### config.mk
export PLATFORM = sky130hd
export DESIGN_NAME = lock_mode_ctrl
export DESIGN_NICKNAME = d
export VERILOG_FILES = /design/src/rtl/lock_mode_ctrl_pkg.sv /design/src/rtl/lock_mode_ctrl_mode_timer.sv /design/src/rtl/lock_mode_ctrl.sv
export SDC_FILE = /design/constraint.sdc
export NUM_CORES = 1
export LEC_CHECK = 0
export ABC_AREA = 1
export CELL_PAD_IN_SITES_DETAIL_PLACEMENT = 1
export CELL_PAD_IN_SITES_GLOBAL_PLACEMENT = 1
export CORE_MARGIN = 2
export CORE_UTILIZATION = 37
export CTS_CLUSTER_DIAMETER = 120
export CTS_CLUSTER_SIZE = 8
export DETAILED_ROUTE_END_ITERATION = 12
export PLACE_DENSITY = 0.77
export SETUP_SLACK_MARGIN = 0.15
export SLEW_MARGIN = 40
export SYNTH_ARGS = -nofsm -noshare
export SYNTH_HDL_FRONTEND = slang
export SYNTH_SLANG_ARGS = --single-unit
### constraint.sdc
create_clock -name clk -period 2.4 [get_ports clk]
set_clock_uncertainty 0.15 [all_clocks]
set_input_delay 0.48 -clock clk [delete_from_list [all_inputs] [get_ports clk]]
set_output_delay 0.48 -clock clk [all_outputs]
set_load 0.02 [all_outputs]
### src/rtl/lock_mode_ctrl_pkg.sv
// Shared definitions for the password-lock mode sequencer and the per-digit checker.
// The checker decodes these mode values from the mode bus, so both sides must use the same encodings.
package lock_mode_ctrl_pkg;

  typedef enum logic [4:0] {
    MODE_IDLE    = 5'd0,
    MODE_SET     = 5'd1,
    MODE_CONFIRM = 5'd2,
    MODE_ENTER   = 5'd3,
    MODE_CHECK   = 5'd4,
    MODE_OPEN    = 5'd5,
    MODE_ALARM   = 5'd6
  } mode_e;

  // The checker's digit-count limit; CHECK must outlast it by at least one cycle.
  localparam int CHK_COUNT_LIMIT = 10;

  function automatic int max_int(input int a, input int b);
    return (a > b) ? a : b;
  endfunction

endpackage

### src/rtl/lock_mode_ctrl_mode_timer.sv
// Clear/enable up-counter with a terminal-count compare.
// The counter is shared by the CHECK time-out and the OPEN hold time.
module mode_timer #(
  parameter int W = 7
) (
  input  logic         clk,
  input  logic         rst_n,
  input  logic         clr_i,
  input  logic         en_i,
  input  logic [W-1:0] tc_i,
  output logic         tc_o
);

  logic [W-1:0] cnt_q, cnt_d;

  always_comb begin
    cnt_d = cnt_q;
    if (clr_i) begin
      cnt_d = '0;
    end else if (en_i) begin
      cnt_d = cnt_q + 1'b1;
    end
  end

  always_ff @(posedge clk or negedge rst_n) begin
    if (!rst_n) begin
      cnt_q <= '0;
    end else begin
      cnt_q <= cnt_d;
    end
  end

  assign tc_o = (cnt_q == tc_i);

endmodule

### src/rtl/lock_mode_ctrl.sv
// Mode sequencer for the 3-digit password lock: turns button pulses into the mode bus
// and owns the check time-out, consecutive-fail count, door-open timing and alarm lockout.
module lock_mode_ctrl
  import lock_mode_ctrl_pkg::*;
#(
  parameter int CHECK_CYCLES = 12,
  parameter int OPEN_CYCLES  = 100,
  parameter int MAX_FAILS    = 3
) (
  input  logic       clk,
  input  logic       rst,
  input  logic       btn_set,
  input  logic       btn_conf,
  input  logic       btn_verify,
  input  logic       btn_check,
  input  logic       admin_i,
  input  logic       pass_i,
  output logic [4:0] mode_o,
  output logic       test_o,
  output logic       pw_valid_o,
  output logic       open_o,
  output logic       alarm_o,
  output logic [2:0] fails_o
);

  localparam int TW = $clog2(max_int(CHECK_CYCLES, OPEN_CYCLES));

  mode_e      state_q, state_d;
  logic [2:0] fails_q, fails_d, fails_inc;
  logic       pw_valid_q, pw_valid_d;
  logic       test_q, open_q, alarm_q;
  logic       timer_clr, timer_en, timer_tc;
  logic [TW-1:0] timer_tc_val;

  assign timer_tc_val = (state_q == MODE_CHECK) ? TW'(CHECK_CYCLES - 1) : TW'(OPEN_CYCLES - 1);
  // Every state change restarts the timer, so CHECK and OPEN always begin counting at zero.
  assign timer_clr    = (state_d != state_q);
  assign timer_en     = (state_q == MODE_CHECK) || (state_q == MODE_OPEN);

  mode_timer #(.W(TW)) u_timer (
    .clk   (clk),
    .rst_n (rst),
    .clr_i (timer_clr),
    .en_i  (timer_en),
    .tc_i  (timer_tc_val),
    .tc_o  (timer_tc)
  );

  always_comb begin
    state_d    = state_q;
    fails_d    = fails_q;
    pw_valid_d = pw_valid_q;
    fails_inc  = (fails_q < 3'(MAX_FAILS)) ? fails_q + 3'd1 : fails_q;
    case (state_q)
      MODE_IDLE: begin
        if (btn_set) begin
          state_d = MODE_SET;
        end else if (btn_verify && pw_valid_q) begin
          state_d = MODE_ENTER;
        end
      end
      MODE_SET: begin
        if (btn_set) begin
          state_d = MODE_SET;
        end else if (btn_conf) begin
          state_d = MODE_CONFIRM;
        end
      end
      MODE_CONFIRM: begin
        state_d    = MODE_IDLE;
        pw_valid_d = 1'b1;
      end
      MODE_ENTER: begin
        if (btn_set) begin
          state_d = MODE_SET;
        end else if (btn_check) begin
          state_d = MODE_CHECK;
        end
      end
      MODE_CHECK: begin
        // A pass on the time-out cycle still opens the door.
        if (pass_i) begin
          state_d = MODE_OPEN;
          fails_d = '0;
        end else if (timer_tc) begin
          fails_d = fails_inc;
          state_d = (fails_inc == 3'(MAX_FAILS)) ? MODE_ALARM : MODE_IDLE;
        end
      end
      MODE_OPEN: begin
        if (timer_tc) begin
          state_d = MODE_IDLE;
        end
      end
      MODE_ALARM: begin
        if (btn_set && admin_i) begin
          state_d    = MODE_SET;
          fails_d    = '0;
          pw_valid_d = 1'b0;
        end
      end
      default: begin
        state_d = MODE_IDLE;
      end
    endcase
  end

  always_ff @(posedge clk or negedge rst) begin
    if (!rst) begin
      state_q    <= MODE_IDLE;
      fails_q    <= '0;
      pw_valid_q <= 1'b0;
      test_q     <= 1'b1;
      open_q     <= 1'b0;
      alarm_q    <= 1'b0;
    end else begin
      state_q    <= state_d;
      fails_q    <= fails_d;
      pw_valid_q <= pw_valid_d;
      test_q     <= (state_d != MODE_CONFIRM);
      open_q     <= (state_d == MODE_OPEN);
      alarm_q    <= (state_d == MODE_ALARM);
    end
  end

  assign mode_o     = state_q;
  assign test_o     = test_q;
  assign pw_valid_o = pw_valid_q;
  assign open_o     = open_q;
  assign alarm_o    = alarm_q;
  assign fails_o    = fails_q;

endmodule

After elaboration in Yosys (flattened, before gate mapping)
Cells that the tools add are included.
{ "op_classes": {"addsub": 2, "reduce_logical": 9, "mux": 22, "eq_ne": 14, "magnitude_cmp": 1} }
{ "ops": {"columns": ["cell", "n"], "rows": [
  ["$mux 5", 10],
  ["$pmux 5 s6", 1],
  ["$eq 5x3->1 const B", 5],
  ["$mux 7", 3],
  ["$mux 3", 5],
  ["$eq 5x2->1 const B", 2],
  ["$add 7x1->7 const B", 1],
  ["$eq 7x7->1", 1],
  ["$pmux 3 s2", 1],
  ["$reduce_bool 2->1", 3],
  ["$eq 5x1->1 const B", 1],
  ["$logic_not 5->1", 1],
  ["$ne 5x2->1 const B", 1],
  ["$ne 5x5->1", 1],
  ["$add 3x1->3 const B", 1],
  ["$eq 3x2->1 const B", 1],
  ["$lt 3x2->1 const B", 1],
  ["$ne 3x3->1 const B", 1],
  ["$reduce_and 3->1", 1],
  ["$logic_and 1x1->1", 2],
  ["$ne 2x2->1 const B", 1],
  ["$pmux 1 s2", 1],
  ["$reduce_and 2->1", 1],
  ["$logic_or 1x1->1", 1],
  ["$mux 1", 1]
]} }
{ "word_totals": {"word_cells": 55, "ff_bits": 19, "out_inout_bits": 12, "input_bits": 8} }

Depth between registers and ports, before layout
{ "logic_depth": {"word_depth": 9, "ltp_mapped": 13, "depth_no_buf": 13} }

By module
A second synthesis with hierarchy kept.
{ "unflattened": {"hier_cells": 200, "area_unflattened_um2": 1356.3} }
{ "by_module_without_submodules": {"columns": ["module", "area_each_um2", "cells_per_inst", "seq_area_each_um2", "n_inst"], "rows": [
  ["lock_mode_ctrl", 860.8, 120, 301.5, 1],
  ["mode_timer", 495.5, 80, 175.2, 1]
]} }

Worst setup path after synthesis
OpenSTA, ideal clock, no wires.
{ "synth_timing": {"path_kind": "reg2reg", "startpoint": "register fails_q[0] (netlist: fails_o[0])", "endpoint": "register u_timer.cnt_q[0]", "period_less_slack_ns": 1.854, "setup_time_ns": 0.072, "slack_ns": 0.546, "path_buffers": 0, "path_stages_with_launch": 11, "t_required_ns": 2.178, "arrival_time_ns": 1.632, "path_cell_list": "dfrtp_1 > ha_1 > nand3b_1 > nand3_1 > nor2_1 > nand4_1 > nand3_1 > nand3_1 > nor2_2 > nand2_2 > nor2_1"} }
{ "synth_via": {"elab_chain_len": 9, "elab_cells_between_ends": 11, "cone_classes": "add/sub: 1; order compare: 1; eq/ne: 2; mux: 6; reduce/logical: 1"} }
{ "synth_lines": {"columns": ["element", "line_no", "source"], "rows": [
  ["from (decl)", "lock_mode_ctrl.sv:29", "logic [2:0] fails_q, fails_d, fails_inc;"],
  ["from (signal assigned)", "lock_mode_ctrl.sv:118", "fails_q <= fails_d;"],
  ["$add 3x1->3 or $lt 3x2->1 (tied branches)", "lock_mode_ctrl.sv:53", "fails_inc = (fails_q < 3'(MAX_FAILS)) ? fails_q + 3'd1 : fails_q;"],
  ["$mux 3 *", "lock_mode_ctrl.sv:53", null],
  ["$eq 3x2->1 *", "lock_mode_ctrl.sv:87", "state_d = (fails_inc == 3'(MAX_FAILS)) ? MODE_ALARM : MODE_IDLE;"],
  ["$mux 3 *", "lock_mode_ctrl.sv:87", null],
  ["$mux 5 *", "lock_mode_ctrl.sv:85", "end else if (timer_tc) begin"],
  ["$mux 5 *", "lock_mode_ctrl.sv:82", "if (pass_i) begin"],
  ["$pmux 5 s6 *", "lock_mode_ctrl.sv:54", "case (state_q)"],
  ["$ne 5x5->1 *", "lock_mode_ctrl.sv:37", "assign timer_clr = (state_d != state_q);"],
  ["$mux 7 or $reduce_bool 2->1 (tied branches)", null, null],
  ["to (signal assigned)", "lock_mode_ctrl_mode_timer.sv:29", "cnt_q <= cnt_d;"],
  ["to (decl)", "lock_mode_ctrl_mode_timer.sv:14", "logic [W-1:0] cnt_q, cnt_d;"]
]} }
Mark *: on every way between the ends. The rest lies on a longest branch, timed or not.
A chain may end at the register's enable or synchronous reset.

Worst setup path in the final report
{ "layout_timing": {"startpoint": "register state_q[1] (netlist: mode_o[1])", "endpoint": "output port mode_o[1]"} }
{ "layout_rtl": {"columns": ["element", "line_no", "source"], "rows": [
  ["from (decl)", "lock_mode_ctrl.sv:28", "mode_e state_q, state_d;"],
  ["from (signal assigned)", "lock_mode_ctrl.sv:117", "state_q <= state_d;"],
  ["to (decl)", "lock_mode_ctrl.sv:18", "output logic [4:0] mode_o,"]
]} }
No word-level cell between the ends.

==> flow_summary.ini <==
[run_status]
run_status = finished clean

[yosys]
synthArstFlopShare = 1.00
ys_seq_elements = 19
synth-xor-area-share = 0.0465
muxShareOfSynthArea = 0.00885
avgSynthCellArea_um2 = 7.69
synth_top_cells_by_area = dfrtp_1 (40%), nand2_1 (11%), nor2_1 (7.3%)
synth_compound_area_frac = 0.0697
yosysWarnings = 0
synthDominantCellAreaShare = 0.398
ys_seq_area_frac = 0.421
synth_ff_type = dfrtp_1
synthDistinctLibCells = 24
netlist_area_um2 = 1130
synth_top_family_by_area = simple AND/OR/NAND/NOR gates
yosysMostFrequentCell = nand2_1
synth-simple-area-share = 0.365
synth_fa_ha_area_frac = 0.0221
synth_area_leader_cell = dfrtp_1
synth_common_cells = nand2_1 (32), nor2_1 (22), dfrtp_1 (18)
synthCells = 147
synth_edf_count = 0

[clocking]
h-tree-depth = 1
cts.sinks = 19
clkTransAtPathRegs_ns = 0.10
ctsLongestPathBuffers = 2
cts_tree = built
clock_latency_ns = 0.30
cts_buffers = 3
root_buffer = clkbuf_4

[sta]
fin_hold_ws_ns = 0.319
fmaxAchievable_mhz = 480
layout_setup_ws_ns = 0.318
rsz0062_at_grt = false
final.setup.tns_ns = 0
finalMaxSlewViolations = 0
finalCritPeriodShare = 0.867
finalHoldViolCount = 0
period_minus_slack_ns = 2.08
setup_viol = 0

[hold_path]
hold_class = in2async

[critical_path]
cp_max_fo = 8
endpoint_kind = output pin
r2r-start = fails_o[0]
cp_top_family = buffers and inverters
crit_arrival_ns = 1.45
critPathLaunch = mode_o[1]
slowest_delay_ns = 0.65
crit_chain = clkdlybuf4s50_1
rr_endpoint = u_timer.cnt_q[0]
slowest_stage = clkdlybuf4s50_1
r2r_cells = 10
rrSetupSlack_ns = 0.37
setup.worst_path.start_class = flop
crit_end = mode_o[1]
cp_num_cells = 1
crit_buf_inv = 1
critPathRequiredTime_ns = 1.77
path_class = reg2out

[die]
num_rows = 20
io-pin-count = 20
die_x_um = 59.3
start_util = 0.380
die_area_um2 = 3520
die_h_um = 59.3
coreArea_um2 = 2980

[route]
drt-pass1-iter-count = 4
viasPerCell = 5.18
drc = 0
wl_per_cell_um = 13.7
route.antenna.remaining_nets = 0
totalWireLength_um = 2800
drt_iter0_markers = 28
route.vias.total = 1061

[place]
dp_slack_ns = 0.0526
port-buffer-count = 19
hpwlAfterDp_um = 2300
routabilityCongestion = 0.859

[power_and_ir_drop]
irDropWorstVdd_v = 0.000222
leakage_nw = 0.648
pwr_density_cell_nw_per_um2 = 408
power_w = 0.000576

[global_routing]
grt_pass1_wl_um = 4800
grtUsageTotal = 0.184
grt-ovfl-total = 0
grt_pass1_vias = 1114
grt_start_max_net_pins = 12
antenna_found_initial = 0

[final_layout]
n_antenna_cell = 0
drive_above_1_share = 0.110
post-route-util = 0.475
fillers = 382
syn_to_final_growth_pct = 25.0
multi_input_area_um2 = 599
layout.nets = 183
sequential_cell_area_um2 = 479

[job]
maxCapViolCount = 0
logic make-up (layout without fill, tap and decap cells):
family	Yosys count	count (layout)
compound gates	14	14
xor+xnor	6	6
fa+ha+maj	2	2
buf+inv	17	41
flops	19	19
mux	1	1
other cells	1	2
simple gates	87	87
cell usage in the layout (no fill, tap or decap), types with 3 or more instances in the layout:
master,n
a21oi_1,6
clkbuf_4,3
clkdlybuf4s50_1,18
dfrtp_1,16
inv_1,16
nand2_1,32
nand3_1,13
nand3b_1,3
nand4_1,7
nor2_1,21
nor2_2,4
o21ai_0,5
xor2_1,5
where the power goes:
| part | switching, W | internal [W] |
|---|---|---|
| Sequential | 0.00000864 | 0.000326 |
| Combinational | 0.0000485 | 0.0000331 |
| Clock | 0.0000958 | 0.0000649 |
| Total | 0.000153 | 0.000423 |
flip-flops by register name (all words and copies together) (netlist names):
name,cells
alarm_o,1
test_o,1
mode_o,5
fails_o,3
open_o,1
pw_valid_o,1
u_timer.cnt_q,7
timing repair:
item / in CTS / in global routing
hold buffers: 0 / 0
setup buffers: 0 / 1
resized for setup: 0 / 6
endpoints found under the hold margin: 0 / 0
endpoints found under the setup margin: 0 / 7
worst min-delay path by stage:
| stage | start | to | slack, ns | depth (start not counted) |
|---|---|---|---|---|
| floorplan | rst | alarm_o | 0.03 | 0 |
| detailed placement | pw_valid_o | pw_valid_o | 0.40 | 2 |
| global placement | pw_valid_o | pw_valid_o | 0.35 | 2 |
| CTS | rst | pw_valid_o | 0.33 | 1 |
| finish | rst | pw_valid_o | 0.32 | 1 |
| global route | rst | pw_valid_o | 0.33 | 1 |
per-stage QoR:
stage	cell area, µm²	cells
global route	1410	205
finish	1410	205
global placement	1360	200
detailed placement	1360	200
floorplan	1130	148
CTS	1390	204
layout make-up:
cell class,count,area share
Multi-Input combinational cell,112,0.424
Sequential cell,19,0.339
Timing Repair Buffer,21,0.147
Inverter,16,0.0425
Tap cell,33,0.0292
Clock buffer,4,0.0186
layer usage:
layer	vias up	routed length [µm]	track usage
li1	535	-	-
met1	505	1240	0.219
met2	16	1430	0.319
met3	5	85	0.0197
met4	0	47	0.104
met5	-	0	0
(Power assumes the default switching activity.)
